<file path="src/rtl/arp_ctrl_pkg.sv">
// Shared encodings for the ARP sequencer: FSM states, frame types
// and the broadcast destination used for requests.
package arp_ctrl_pkg;

  typedef enum logic [1:0] {
    ST_IDLE,
    ST_SEND,
    ST_WAIT_DONE
  } arp_state_t;

  localparam logic        ARP_REQ   = 1'b0;
  localparam logic        ARP_REP   = 1'b1;
  localparam logic [47:0] BCAST_MAC = 48'hFF_FF_FF_FF_FF_FF;

  function automatic logic cache_hit(
    input logic        vld,
    input logic [31:0] entry_ip,
    input logic [31:0] ip
  );
    return vld & (entry_ip == ip);
  endfunction

endpackage

</file>
<file path="src/rtl/arp_timeout_timer.sv">
// Reply timeout counter: counts while run is high, pulses expire on
// the last cycle of the window and wraps; clr restarts it at zero.
module arp_timeout_timer #(
  parameter int TIMEOUT_CYCLES = 12_500_000,
  parameter int TMR_W          = 24
) (
  input  logic gmii_clk,
  input  logic sys_rst,
  input  logic clr,
  input  logic run,
  output logic expire
);

  localparam logic [TMR_W-1:0] LAST = TMR_W'(TIMEOUT_CYCLES - 1);

  logic [TMR_W-1:0] cnt;

  assign expire = run & (cnt == LAST);

  always_ff @(posedge gmii_clk or posedge sys_rst) begin
    if (sys_rst) begin
      cnt <= '0;
    end else if (clr | expire) begin
      cnt <= '0;
    end else if (run) begin
      cnt <= cnt + TMR_W'(1);
    end
  end

endmodule

</file>
<file path="src/rtl/arp_ctrl.sv">
// ARP sequencer: answers requests, resolves peer IPs with retry,
// and keeps a one-entry IP->MAC cache learnt from replies.
module arp_ctrl
  import arp_ctrl_pkg::*;
#(
  parameter logic [31:0] BOARD_IP       = 32'hC0_A8_00_02,
  parameter int          TIMEOUT_CYCLES = 12_500_000,
  parameter int          MAX_RETRY      = 3,
  parameter int          TMR_W          = 24
) (
  input  logic        gmii_clk,
  input  logic        sys_rst,
  input  logic        arp_rx_done,
  input  logic        arp_rx_type,
  input  logic [47:0] src_mac,
  input  logic [31:0] src_ip,
  input  logic        gmii_tx_done,
  input  logic        ext_tx_busy,
  output logic        arp_tx_en,
  output logic        arp_tx_type,
  output logic [47:0] des_mac,
  output logic [31:0] des_ip,
  input  logic        resolve_req,
  input  logic [31:0] resolve_ip,
  output logic        resolve_done,
  output logic        resolve_fail,
  output logic [47:0] resolved_mac,
  output logic        busy
);

  localparam int RETRY_W = $clog2(MAX_RETRY + 1);
  localparam logic [RETRY_W-1:0] RETRY_MAX = RETRY_W'(MAX_RETRY);

  arp_state_t state;

  logic               rep_pend;
  logic [47:0]        peer_mac;
  logic [31:0]        peer_ip;
  logic               req_pend;
  logic               sent_req;
  logic [31:0]        tgt_ip;
  logic [RETRY_W-1:0] retry_cnt;
  logic               cache_vld;
  logic [31:0]        cache_ip;
  logic [47:0]        cache_mac;

  logic rx_req;
  logic rx_rep;
  logic got_reply;
  logic tx_fin;
  logic tmr_clr;
  logic tmr_run;
  logic tmr_expire;

  // Our own requests echoed back on a loopback are not answered.
  assign rx_req    = arp_rx_done & (arp_rx_type == ARP_REQ)
                   & (src_ip != BOARD_IP);
  assign rx_rep    = arp_rx_done & (arp_rx_type == ARP_REP);
  assign got_reply = busy & rx_rep & (src_ip == tgt_ip);
  assign tx_fin    = (state == ST_WAIT_DONE) & gmii_tx_done;

  assign tmr_clr = ~busy | (tx_fin & sent_req);
  assign tmr_run = busy & (state == ST_IDLE) & ~req_pend;

  assign resolved_mac = cache_mac;

  arp_timeout_timer #(
    .TIMEOUT_CYCLES(TIMEOUT_CYCLES),
    .TMR_W         (TMR_W)
  ) u_timer (
    .gmii_clk(gmii_clk),
    .sys_rst (sys_rst),
    .clr     (tmr_clr),
    .run     (tmr_run),
    .expire  (tmr_expire)
  );

  always_ff @(posedge gmii_clk or posedge sys_rst) begin
    if (sys_rst) begin
      state        <= ST_IDLE;
      arp_tx_en    <= 1'b0;
      arp_tx_type  <= ARP_REQ;
      des_mac      <= '0;
      des_ip       <= '0;
      resolve_done <= 1'b0;
      resolve_fail <= 1'b0;
      busy         <= 1'b0;
      rep_pend     <= 1'b0;
      peer_mac     <= '0;
      peer_ip      <= '0;
      req_pend     <= 1'b0;
      sent_req     <= 1'b0;
      tgt_ip       <= '0;
      retry_cnt    <= '0;
      cache_vld    <= 1'b0;
      cache_ip     <= '0;
      cache_mac    <= '0;
    end else begin
      arp_tx_en    <= 1'b0;
      resolve_done <= 1'b0;
      resolve_fail <= 1'b0;

      if (rx_rep) begin
        cache_vld <= 1'b1;
        cache_ip  <= src_ip;
        cache_mac <= src_mac;
      end

      unique case (state)
        ST_IDLE: begin
          if (~ext_tx_busy & (rep_pend | req_pend)) begin
            state     <= ST_SEND;
            arp_tx_en <= 1'b1;
            if (rep_pend) begin
              arp_tx_type <= ARP_REP;
              des_mac     <= peer_mac;
              des_ip      <= peer_ip;
              rep_pend    <= 1'b0;
              sent_req    <= 1'b0;
            end else begin
              arp_tx_type <= ARP_REQ;
              des_mac     <= BCAST_MAC;
              des_ip      <= tgt_ip;
              req_pend    <= 1'b0;
              sent_req    <= 1'b1;
              retry_cnt   <= retry_cnt + RETRY_W'(1);
            end
          end
        end
        ST_SEND: state <= ST_WAIT_DONE;
        ST_WAIT_DONE: begin
          if (gmii_tx_done) state <= ST_IDLE;
        end
        default: state <= ST_IDLE;
      endcase

      // A request arriving during launch re-arms the reply.
      if (rx_req) begin
        rep_pend <= 1'b1;
        peer_mac <= src_mac;
        peer_ip  <= src_ip;
      end

      if (got_reply) begin
        resolve_done <= 1'b1;
        busy         <= 1'b0;
        req_pend     <= 1'b0;
      end else if (busy & tmr_expire) begin
        if (retry_cnt < RETRY_MAX) begin
          req_pend <= 1'b1;
        end else begin
          resolve_fail <= 1'b1;
          busy         <= 1'b0;
        end
      end else if (resolve_req & ~busy) begin
        if (cache_hit(cache_vld, cache_ip, resolve_ip)) begin
          resolve_done <= 1'b1;
        end else begin
          busy      <= 1'b1;
          req_pend  <= 1'b1;
          tgt_ip    <= resolve_ip;
          retry_cnt <= '0;
        end
      end
    end
  end

endmodule

</file>
<file path="config.mk">
export PLATFORM = sky130hd
export DESIGN_NAME = arp_ctrl
export DESIGN_NICKNAME = d
export VERILOG_FILES = /design/src/rtl/arp_ctrl_pkg.sv /design/src/rtl/arp_timeout_timer.sv /design/src/rtl/arp_ctrl.sv
export SDC_FILE = /design/constraint.sdc
export NUM_CORES = 1
export LEC_CHECK = 0
export BUFFER_PORTS_ARGS = -buffer_cell sky130_fd_sc_hd__clkbuf_2
export CAP_MARGIN = 20
export CORE_MARGIN = 10
export CORE_UTILIZATION = 50
export CTS_BUF_LIST = sky130_fd_sc_hd__clkbuf_8
export DETAILED_ROUTE_END_ITERATION = 8
export PLACE_DENSITY = 0.73
export REMOVE_ABC_BUFFERS = 1
export SLEW_MARGIN = 20
export SYNTH_ARGS = -nofsm -noshare
export SYNTH_HDL_FRONTEND = slang
export SYNTH_SLANG_ARGS = --single-unit
</file>
<file path="constraint.sdc">
create_clock -name gmii_clk -period 26.5 [get_ports gmii_clk]
set_input_delay 5.3 -clock gmii_clk [delete_from_list [all_inputs] [get_ports gmii_clk]]
set_output_delay 5.3 -clock gmii_clk [all_outputs]
set_load 0.02 [all_outputs]
</file>
==> flow_summary.json, run 1 <==
{
  "hold_viol_final": 0,
  "synth_top_cell_by_area": "dfrtp_1",
  "min_path_cells": 1,
  "synth_edf_count": 0,
  "initial_core_util": 0.508,
  "clock_path_buffers": 3,
  "overflow": 0,
  "fillers": 1991,
  "hold_end": "cache_vld",
  "yosysWarnings": 0,
  "grt_pass1_vias": 9366,
  "clockRootBuffer": "clkbuf_8",
  "finalCriticalPeriod_ns": 7.50,
  "area_growth_pct": 20.0,
  "r2r_end": "tgt_ip[18]",
  "reg2reg_from": "cache_ip[25]",
  "drc": 0,
  "final_net_count": 1317,
  "period_share": 0.283,
  "ys_seq_elements": 309,
  "worstRegToRegCells": 7,
  "io_pins": 252,
  "max-vdd-ir-drop_mv": 0.0632,
  "clock_sinks": 309,
  "dp_slack_ns": 18.49,
  "final_antenna_net_count": 0,
  "post_drt_wl_per_cell_um": 21.0,
  "wirelength_mm": 32.8,
  "p_leak_nw": 7.06,
  "antenna_found_initial": 8,
  "synth_ff_type": "dfrtp_1",
  "whs_ns": 0.466,
  "endpoint_kind": "flip-flop",
  "cts_resized": 0,
  "numCtsBuffers": 50,
  "hold_buffers": 0,
  "cts_tree": "yes",
  "synthTopCellsByArea": "dfrtp_1 (60%), mux2_2 (14%), o22a_1 (3.3%)",
  "maxSlewHeadroom": 0.314,
  "maxSlewViolCount": 0,
  "design.core.area_mm2": 0.0252,
  "required_ns": 26.93,
  "synth_commonest_cells": "dfrtp_1 (309), mux2_2 (160), o22ai_1 (63)",
  "critPathMaxFanout": 58,
  "die_y_um": 180,
  "hold_path_class": "reg -> reg",
  "power.density_mw_per_mm2": 96.0,
  "rsz0062_at_grt": "false",
  "via_per_inst": 5.55,
  "synth_area_mm2": 0.0128,
  "die_area_mm2": 0.0324,
  "fp-row-count": 58,
  "final_cells": 1562,
  "ys_async_sr_fraction": 1.00,
  "rrSetupSlack_ns": 23.87,
  "p_total_mw": 1.47,
  "hpwl_mm": 22.6,
  "grt_pass1_wl_mm": 52.3,
  "ys_seq_area_frac": 0.605,
  "avgSynthCellArea_um2": 13.7,
  "clk_pin_slew_ns": 0.06,
  "grt_max_degree": 188,
  "setup-violations-final": 0,
  "worstHoldStart": "cache_vld",
  "setup_ws_ns": 19.00,
  "ys_types": 45,
  "timing.setup.tns_ns": 0,
  "skew_ns": 0.0160,
  "netlist.area_leader.share": 0.605,
  "cp_data_arrival_time_ns": 7.93,
  "gp_congestion": 0.820,
  "cts_setup_buffers": 0,
  "max_freq_mhz": 133,
  "clk_latency_ns": 0.56,
  "place_inst": 1474,
  "synth_most_common_cell": "dfrtp_1",
  "h-tree-depth": 2,
  "port_buffers": 251,
  "synthCells": 934,
  "drive_gt1_frac": 0.415,
  "via_count": 8676,
  "worst_pin_slew_ns": 1.03,
  "die_x_um": 180,
  "dr.pass1.iters": 5,
  "drtIter0Drc": 515,
  "status": "complete, no violations",
  "cap_violations": 0,
  "crit_path_start_kind": "input pin",
  "critical_path_class": "in -> reg",
  "grt_util_all_layers": 0.197
}
## per-stage QoR
stage                      util  instance area, um^2
after global routing      0.609                15300
after global placement    0.568                14300
final                     0.609                15300
after floorplan               -                12500
after CTS                 0.609                15300
after detailed placement  0.569                14300
## worst max path at each step
| stage | depth (start not counted) | from | slack, ns | endpoint |
|---|---|---|---|---|
| after floorplan | 1 | sys_rst | 12.66 | arp_tx_en |
| after global placement | 6 | src_ip[0] | 18.52 | peer_mac[2] |
| after detailed placement | 6 | src_ip[0] | 18.49 | peer_ip[27] |
| after CTS | 6 | src_ip[0] | 19.09 | peer_ip[27] |
| after global routing | 6 | src_ip[2] | 19.00 | peer_ip[28] |
| final | 6 | src_ip[2] | 19.00 | peer_ip[27] |
## logic make-up (layout without fill, tap and decap cells)
| family | after synthesis | after routing | share of synthesized area |
|---|---|---|---|
| DFF | 309 | 309 | 0.605 |
| muxes | 194 | 194 | 0.171 |
| adders and majority gates | 2 | 2 | 0.00196 |
| other | 0 | 4 | 0 |
| buffers and inverters | 61 | 355 | 0.0237 |
| AOI/OAI and AO/OA | 164 | 164 | 0.0891 |
| xor gates and xnor gates | 84 | 84 | 0.0575 |
| and+or+nand+nor | 120 | 120 | 0.0524 |
## report_power, final
part           internal, mW  switching [mW]  total [mW]
sequential            0.579          0.0706       0.649
combinational         0.169           0.249       0.418
clock                 0.225           0.181       0.406
total                 0.972           0.500        1.47
## cell type report
type / instances / area (um^2) / area share
inverter: 10 / 45.0 / 0.00294
multi-input combinational: 564 / 4780 / 0.312
sequential: 309 / 7730 / 0.504
antenna: 4 / 10.0 / 0.000652
clock inverter: 20 / 114 / 0.00742
tap: 330 / 413 / 0.0269
timing repair buffer: 261 / 1360 / 0.0889
clock buffer: 64 / 881 / 0.0574
## registers in the layout, summed over array words and instances, names as in the netlist, 2 cells and up
signal / flops
des_mac: 48
peer_mac: 48
resolved_mac: 48
cache_ip: 32
des_ip: 32
peer_ip: 32
tgt_ip: 32
u_timer.cnt: 24
retry_cnt: 2
state: 2
## placed cells by master (no fill, tap or decap), types with 2 or more instances in the layout
| cell type | count |
|---|---|
| xnor2_1 | 36 |
| clkinv_2 | 7 |
| nor4b_1 | 4 |
| nor3_1 | 5 |
| inv_1 | 20 |
| clkbuf_2 | 251 |
| mux2_2 | 160 |
| buf_4 | 8 |
| nand2b_1 | 3 |
| nor2_1 | 32 |
| mux2i_1 | 2 |
| nor2b_1 | 2 |
| dfrtp_1 | 309 |
| ha_1 | 2 |
| o22a_1 | 48 |
| nor4_1 | 14 |
| a21bo_2 | 2 |
| mux2_1 | 32 |
| nand3_1 | 10 |
| a21boi_0 | 2 |
| and2_1 | 2 |
| o22ai_1 | 63 |
| nor2_2 | 2 |
| a21oi_1 | 34 |
| xor2_1 | 48 |
| nand2_1 | 13 |
| and3_1 | 3 |
| clkbuf_8 | 64 |
| nand4_1 | 19 |
| o21ai_0 | 6 |
| nand2_4 | 3 |
| diode_2 | 4 |
## critical path, cell delays in order
cell      delay, ns
clkbuf_2       0.13
nor4b_1        0.74
nand4_1        0.28
o311ai_4       0.31
buf_4          0.72
mux2_2         0.42
## layer usage
layer	vias to the layer above	track usage	part of all wire	wire, um
met5	-	0	0.0015	49
met2	283	0.319	0.47	15500
li1	3940	-	-	-
met4	8	0.0572	0.022	713
met1	4386	0.243	0.42	13800
met3	59	0.0727	0.083	2720
Power figures use the tool's default switching activity.
==> run 2: changes to the inputs <==
PLACE_DENSITY = 0.76   (was 0.73)
clock period = 6.74 ns   (was 26.5 ns; I/O delays follow)
==> run 2 against run 1 <==
  * Non-clock buffer count grew 1
  * Final area shrank 0.56%
  * Utilization shrank 0.34 points
  * Sequential cell count is the same
  * Critical endpoint is now tgt_ip[14]
==> flow_summary.json, run 2 (synthesized netlist as in run 1, its figures left out) <==
{
  "status": "complete, no violations",
  "worst_pin_slew_ns": 1.05,
  "via_count": 8775,
  "place_inst": 1475,
  "max-vdd-ir-drop_mv": 0.223,
  "cts_setup_buffers": 0,
  "r2r_end": "des_ip[30]",
  "placed_area_mm2": 0.0143,
  "final_cells": 1571,
  "critical_path_class": "in -> reg",
  "cts_tree": "yes",
  "period_share": 0.490,
  "final_common_cell": "dfrtp_1",
  "cp_data_arrival_time_ns": 3.73,
  "final_antenna_net_count": 0,
  "timing.setup.tns_ns": 0,
  "clk_latency_ns": 0.56,
  "fin_area_mm2": 0.0153,
  "port_buffers": 251,
  "grt_max_degree": 133,
  "most-common-layout-cells": "dfrtp_1 (309), clkbuf_2 (251), mux2_2 (160)",
  "required_ns": 7.17,
  "h-tree-depth": 2,
  "grt_util_all_layers": 0.197,
  "skew_ns": 0.0200,
  "grt_pass1_wl_mm": 52.4,
  "power.density_mw_per_mm2": 373,
  "min_path_cells": 1,
  "endpoint_kind": "flip-flop",
  "rrSetupSlack_ns": 3.83,
  "clock_sinks": 309,
  "cap_violations": 0,
  "drc": 0,
  "overflow": 0,
  "whs_ns": 0.462,
  "crit_path_start_kind": "input pin",
  "die_x_um": 180,
  "worstRegToRegCells": 5,
  "area_growth_pct": 19.3,
  "clk_pin_slew_ns": 0.06,
  "finalCriticalPeriod_ns": 3.30,
  "dr.pass1.iters": 4,
  "gp_congestion": 0.826,
  "setup-violations-final": 0,
  "die_y_um": 180,
  "post_drt_wl_per_cell_um": 20.9,
  "worstHoldStart": "cache_vld",
  "die_area_mm2": 0.0324,
  "grt_pass1_vias": 9381,
  "cts_resized": 0,
  "via_per_inst": 5.59,
  "design.core.area_mm2": 0.0252,
  "fp-row-count": 58,
  "maxSlewViolCount": 0,
  "antenna_found_initial": 6,
  "final_net_count": 1318,
  "max_freq_mhz": 303,
  "hold_viol_final": 0,
  "hold_path_class": "reg -> reg",
  "io_pins": 252,
  "reg2reg_from": "state[0]",
  "clockRootBuffer": "clkbuf_8",
  "hold_buffers": 0,
  "hold_end": "cache_vld",
  "clock_path_buffers": 3,
  "hpwl_mm": 22.9,
  "fin_util": 0.606,
  "p_leak_nw": 7.06,
  "initial_core_util": 0.508,
  "numCtsBuffers": 50,
  "rsz0062_at_grt": "false",
  "maxSlewHeadroom": 0.301,
  "drive_gt1_frac": 0.406,
  "wirelength_mm": 32.9,
  "drtIter0Drc": 561,
  "critPathMaxFanout": 26
}
[run 2: routing by layer]
layer  wire length [um]  share of wire  track usage
met5                 12        0.00037            0
met4                466          0.014       0.0526
met3               2690          0.082       0.0679
met2              15800           0.48        0.315
met1              13900           0.42        0.251
[run 2: worst max path at each step]
stage | slack [ns] | start | endpoint | depth (start not counted)
floorplan | -3.15 | sys_rst | arp_tx_en | 1
global placement | 2.92 | src_ip[7] | peer_mac[1] | 6
detailed placement | 2.88 | src_ip[7] | peer_mac[38] | 6
CTS | 3.49 | src_ip[7] | peer_ip[14] | 6
global route | 3.36 | ext_tx_busy | des_ip[30] | 6
finish | 3.44 | resolve_ip[17] | tgt_ip[14] | 7
[run 2: metrics by stage]
step                setup WS, ns  total power, mW
floorplan                  -3.15             3.61
global placement            2.92             4.20
detailed placement          2.88             4.26
CTS                         3.49             5.76
global route                3.36             6.00
finish                      3.44             5.69
[run 2: cell type report]
cell class / count / area, um^2
fillers: 2021 / 9930
flip-flops and latches: 309 / 7730
multi-input cells: 564 / 4780
repair buffers: 262 / 1350
clock buffers: 56 / 771
well taps: 330 / 413
clock inverters: 34 / 145
inverters: 10 / 45.0
diodes: 6 / 15.0
[run 2: critical path, stage by stage]
cell	delay, ns
clkbuf_2	0.11
xor2_1	0.16
nor4_1	0.55
nand4_1	0.29
o21ai_4	0.43
buf_4	0.44
mux2_2	0.39
[run 2: where the power goes]
part | internal (mW) | total (mW) | leakage [nW] | switching, mW
Clock | 0.759 | 1.48 | 0.567 | 0.717
Sequential | 2.27 | 2.56 | 3.68 | 0.289
Combinational | 0.664 | 1.65 | 2.81 | 0.984
Total | 3.70 | 5.69 | 7.06 | 1.99
